File: src/rtl/issue_select.sv
// Issue select: picks up to N ready RS entries per cycle in rotating-priority order,
// honouring per-class unit availability, and latches them into the issue/execute register.
module issue_select #(
  parameter int N            = 2,
  parameter int RS_SZ        = 16,
  parameter int B_MASK_WIDTH = 4,
  parameter int PTR_BITS     = $clog2(RS_SZ),
  parameter int TAG_W        = 8,
  localparam int PKT_W       = TAG_W + 4 + B_MASK_WIDTH,
  localparam int CW          = $clog2(N) + 1
) (
  input  logic                          clock,
  input  logic                          reset,
  input  logic [RS_SZ-1:0][PKT_W-1:0]   rs_data,
  input  logic [RS_SZ-1:0]              rs_valid,
  input  logic [3:0][CW-1:0]            fu_free,
  input  logic                          ex_ready,
  input  logic [B_MASK_WIDTH-1:0]       b_mm_resolve,
  input  logic                          b_mm_mispred,
  output logic [RS_SZ-1:0]              rs_data_issuing,
  output logic [N-1:0][PKT_W-1:0]       issue_packets,
  output logic [N-1:0]                  issue_valid,
  output logic [CW-1:0]                 issue_count
);

  // Packet layout: [1:0] fu_type, [B+1:2] b_mask, [B+2] Source1_ready, [B+3] Source2_ready, rest tag.
  localparam int MASK_LO = 2;
  localparam int MASK_HI = B_MASK_WIDTH + 1;
  localparam int S1_BIT  = B_MASK_WIDTH + 2;
  localparam int S2_BIT  = B_MASK_WIDTH + 3;

  function automatic logic [PKT_W-1:0] clr_mask(input logic [PKT_W-1:0] p,
                                                input logic [B_MASK_WIDTH-1:0] res);
    logic [PKT_W-1:0] q;
    q = p;
    q[MASK_HI:MASK_LO] = p[MASK_HI:MASK_LO] & ~res;
    return q;
  endfunction

  function automatic logic squashed(input logic [PKT_W-1:0] p,
                                    input logic [B_MASK_WIDTH-1:0] res,
                                    input logic mis);
    return mis && (|(p[MASK_HI:MASK_LO] & res));
  endfunction

  logic [N-1:0][PKT_W-1:0] r_pkts;
  logic [N-1:0]            r_valid;
  logic [PTR_BITS-1:0]     r_ptr;

  logic [RS_SZ-1:0]        w_cand;
  logic [RS_SZ-1:0]        w_sel_mask;
  logic [N-1:0][PKT_W-1:0] w_sel_pkts;
  logic [PTR_BITS-1:0]     w_last;
  logic [CW-1:0]           w_cnt;
  logic                    w_load;
  logic                    w_go;
  logic [PTR_BITS-1:0]     w_next_ptr;

  // Candidate qualification; no same-cycle wakeup bypass.
  always_comb begin
    w_cand = '0;
    for (int i = 0; i < RS_SZ; i++) begin
      w_cand[i] = rs_valid[i] && rs_data[i][S1_BIT] && rs_data[i][S2_BIT] &&
                  !squashed(rs_data[i], b_mm_resolve, b_mm_mispred);
    end
  end

  // Rotating scan from r_ptr; class-limited candidates are skipped, not blocking.
  always_comb begin
    int                  taken;
    int                  cls [4];
    logic [PTR_BITS-1:0] idx;
    logic [1:0]          fu;
    w_sel_mask = '0;
    w_sel_pkts = '0;
    w_last     = r_ptr;
    taken      = 0;
    cls        = '{default: 0};
    idx        = '0;
    fu         = 2'd0;
    for (int j = 0; j < RS_SZ; j++) begin
      idx = PTR_BITS'((int'(r_ptr) + j) % RS_SZ);
      fu  = rs_data[idx][1:0];
      if (w_cand[idx] && (taken < N) && (cls[fu] < int'(fu_free[fu]))) begin
        for (int k = 0; k < N; k++) begin
          if (k == taken) begin
            w_sel_pkts[k] = clr_mask(rs_data[idx], b_mm_resolve);
          end else begin
            w_sel_pkts[k] = w_sel_pkts[k];
          end
        end
        w_sel_mask[idx] = 1'b1;
        w_last          = idx;
        cls[fu]         = cls[fu] + 1;
        taken           = taken + 1;
      end else begin
        w_last = w_last;
      end
    end
    w_cnt = CW'(taken);
  end

  // Register accepts a new group when empty or when execute drains it.
  always_comb begin
    w_load          = !(|r_valid) || ex_ready;
    w_go            = w_load && !reset;
    rs_data_issuing = w_go ? w_sel_mask : '0;
    issue_count     = w_go ? w_cnt : '0;
    w_next_ptr      = PTR_BITS'((int'(w_last) + 1) % RS_SZ);
  end

  // Issue/execute register, pointer, and branch resolution on held packets.
  always_ff @(posedge clock) begin
    if (reset) begin
      r_pkts  <= '0;
      r_valid <= '0;
      r_ptr   <= '0;
    end else if (w_load) begin
      r_pkts <= w_sel_pkts;
      for (int k = 0; k < N; k++) begin
        r_valid[k] <= (k < int'(w_cnt));
      end
      if (w_cnt != '0) begin
        r_ptr <= w_next_ptr;
      end else begin
        r_ptr <= r_ptr;
      end
    end else begin
      for (int k = 0; k < N; k++) begin
        if (squashed(r_pkts[k], b_mm_resolve, b_mm_mispred)) begin
          r_valid[k] <= 1'b0;
        end else begin
          r_valid[k] <= r_valid[k];
        end
        r_pkts[k] <= clr_mask(r_pkts[k], b_mm_resolve);
      end
    end
  end

  assign issue_packets = r_pkts;
  assign issue_valid   = r_valid;

endmodule

File: config.mk
export PLATFORM = sky130hd
export DESIGN_NAME = issue_select
export DESIGN_NICKNAME = d
export VERILOG_FILES = /design/src/rtl/issue_select.sv
export SDC_FILE = /design/constraint.sdc
export NUM_CORES = 2
export LEC_CHECK = 0
export ABC_AREA = 1
export CAP_MARGIN = 5
export CORE_MARGIN = 3
export CORE_UTILIZATION = 40
export CTS_CLUSTER_SIZE = 25
export DETAILED_ROUTE_END_ITERATION = 12
export PLACE_DENSITY = 0.61
export SLEW_MARGIN = 20
export SYNTH_ARGS = -nofsm -noshare
export SYNTH_HDL_FRONTEND = slang
export SYNTH_SLANG_ARGS = --single-unit
File: constraint.sdc
create_clock -name clock -period 48.1 [get_ports clock]
set_clock_uncertainty 0.05 [all_clocks]
set_input_delay 9.62 -clock clock [delete_from_list [all_inputs] [get_ports clock]]
set_output_delay 9.62 -clock clock [all_outputs]
set_load 0.02 [all_outputs]
==> flow_metrics.env <==
export IMPL_status="finished clean"
export IMPL_first_iter_violations=6121
export IMPL_design_portCount=340
export IMPL_critPathKind="in -> out"
export IMPL_track_usage=0.393
export IMPL_critPathRequiredTime_ns=38.43
export IMPL_routed_wl_mm=156
export IMPL_cts_buffers_inserted=5
export IMPL_cts_max_level=2
export IMPL_design_area_um2=32300
export IMPL_clockRootBuffer="clkbuf_16"
export IMPL_drt_pass1_iterations=7
export IMPL_rsz0062_at_grt="no"
export IMPL_synth_area_um2=28900
export IMPL_crit_fanout=31
export IMPL_fin_setup_tns_ns=0
export IMPL_setup_worst_path_end_class="output pin"
export IMPL_start_util=0.408
export IMPL_io_buffers=339
export IMPL_cp_depth=138
export IMPL_yosys_area_share_simple=0.472
export IMPL_wl_met2_mm=63.0
export IMPL_antenna_left=0
export IMPL_chipHeight_um=275
export IMPL_yosysUniqueCellTypes=79
export IMPL_layout_drive_gt1_share=0.0938
export IMPL_slowest_stage="clkdlybuf4s50_1"
export IMPL_final_common_cell="nand2_1"
export IMPL_period_needed_ns=45.96
export IMPL_slew_viol_final=0
export IMPL_placed_cell_area_um2=32000
export IMPL_async_flop_share=0
export IMPL_gr_total_overflow=0
export IMPL_synthCells=5385
export IMPL_postSynth_topFlopCell="dfxtp_1"
export IMPL_min_path_cells=2
export IMPL_clock_path_buffers=2
export IMPL_synth_nets=5753
export IMPL_dieArea_um2=75500
export IMPL_synthMuxAreaShare=0.0482
export IMPL_ff2ff_setup_slack_ns=19.87
export IMPL_grt_pass1_wl_mm=227
export IMPL_highest_layer="met5"
export IMPL_ys_ff_latch=38
export IMPL_worstMarginPinSlew_ns=1.23
export IMPL_slew_headroom=0.171
export IMPL_hpwlAfterDp_mm=122
export IMPL_cts_tree="yes"
export IMPL_antenna_found_initial=9
export IMPL_syn_area_per_cell_um2=5.36
export IMPL_worst_r2r_cell_count=143
export IMPL_finalSetupViolCount=0
export IMPL_clock_latency_ns=0.30
export IMPL_vias=39800
export IMPL_grt_pass1_vias=35100
export IMPL_drv_cap=0
export IMPL_grt_max_degree=89
export IMPL_die_w_um=275
export IMPL_synth_warnings=0
export IMPL_crit_buf_inv=12
export IMPL_cpPeakStageDelay_ns=0.94
export IMPL_synthAdderAreaFrac=0.0349
export IMPL_holdCritStartpoint="issue_packets[22]"
export IMPL_yosys_area_share_xor_xnor=0.00693
export IMPL_fmax_ghz=0.0218
export IMPL_clk_pin_slew_worst_paths_ns=0.05
export IMPL_startpoint="fu_free[6]"
export IMPL_crit_path_start_kind="primary input"
export IMPL_critPathArrivalTime_ns=36.29
export IMPL_wl_met3_mm=22.1
export IMPL_synth_edf_count=0
export IMPL_synth_compound_area_share=0.286
export IMPL_worstHoldPathType="reg -> reg"
export IMPL_r2r_start="r_ptr[2]"
export IMPL_final_cell_mix="nand2_1 (1720), o21ai_0 (863), nand3_1 (500), clkdlybuf4s50_1 (334), inv_1 (327)"
export IMPL_row_count=97
export IMPL_num_nets_final=5836
export IMPL_synth_top_family_by_area="simple AND/OR/NAND/NOR gates"
export IMPL_place_congestion=1.06
export IMPL_final_hold_viol_count=0
export IMPL_viasPerCell=6.21
export IMPL_coreArea_um2=70800
export IMPL_path_delay_family="simple AND/OR/NAND/NOR gates"
export IMPL_avgRoutedWirePerCell_um=24.3
export IMPL_area_growth_pct=11.9
export IMPL_synth_seq_area_share=0.0263
export IMPL_met1_length_mm=63.4
export IMPL_drc_errors=0
export IMPL_cts_num_sinks=38
export IMPL_fin_crit_sh=0.956
## cell usage after synthesis, types with 15 or more instances
cell type,instances,area share
nor3_1,15,0.0026
o21ai_2,32,0.0097
or2_2,23,0.0050
dfxtp_1,38,0.026
clkbuf_1,221,0.029
nand3b_1,40,0.010
nand3_1,500,0.087
ha_1,79,0.034
o21ai_1,55,0.0095
buf_1,46,0.0060
o21bai_1,22,0.0057
nand2_2,109,0.024
nor2_1,292,0.038
a221oi_1,55,0.017
and3_1,16,0.0035
clkbuf_8,23,0.011
nand2_4,39,0.015
inv_2,24,0.0031
o211ai_1,172,0.045
nand2_1,1721,0.22
nor2_4,46,0.018
nor2_2,30,0.0065
nand4_1,47,0.010
a21oi_1,96,0.017
mux2i_1,139,0.048
o21ai_0,869,0.15
xor2_1,21,0.0064
clkinv_1,15,0.0019
nand3_2,43,0.015
inv_1,328,0.043
buf_6,16,0.0062
o31ai_1,21,0.0055
o22ai_1,23,0.0050
o21a_1,16,0.0042
## routing by layer
metal  global-route usage  up-vias
met4                0.141       10
li1                     -    18400
met2                0.581     2749
met1                0.544    18200
met5                    0        -
met3                0.105      481
## state kept, by name, indices dropped and copies added (netlist names)
signal,flops
issue_packets,32
r_ptr,4
issue_valid,2
## final cells by class
cell class              instances  area, um2
well taps                     940       1180
clock inverters                 2       10.0
diodes                          2       5.00
fillers                      7871      38500
flip-flops and latches         38        771
multi-input cells            4609      24600
repair buffers                430       4090
inverters                     384       1540
clock buffers                   6        150
## final timing paths
kind                              to
setup / recovery  rs_data_issuing[8]
hold / removal     issue_packets[22]
setup reg to reg    issue_packets[6]
hold reg to reg    issue_packets[22]
## worst min-delay path, stage by stage, from the launching register on
cell and delay [ns]:
dfxtp_1 0.31, nand3_1 0.08, nand2_1 0.05
## through the flow
| step | util | setup WS [ns] | hold WS, ns | cells |
|---|---|---|---|---|
| finish | 0.456 | 2.14 | 0.427 | 6411 |
| global route | 0.456 | 0.0185 | 0.446 | 6409 |
| CTS | 0.455 | 0.908 | 0.423 | 6404 |
| floorplan | - | 6.18 | 0.490 | 5385 |
| detailed placement | 0.453 | 1.03 | 0.417 | 6396 |
| global placement | 0.453 | 1.81 | 0.410 | 6396 |
## logic make-up after synthesis
family | count (synthesis)
simple gates | 2948
compound gates | 1420
buf+inv | 738
mux | 139
fa+ha+maj | 80
flops | 38
xor+xnor | 22
## what timing repair did
| item | CTS | global route |
|---|---|---|
| gates resized for setup | 0 | 13 |
| hold buffers | 0 | 0 |
| endpoints found under the setup margin | 0 | 18 |
| setup buffers | 0 | 5 |
Power is left out: the tool's default activity adds up to more than one toggle a clock period on the data nets, which glitch-free logic cannot reach.
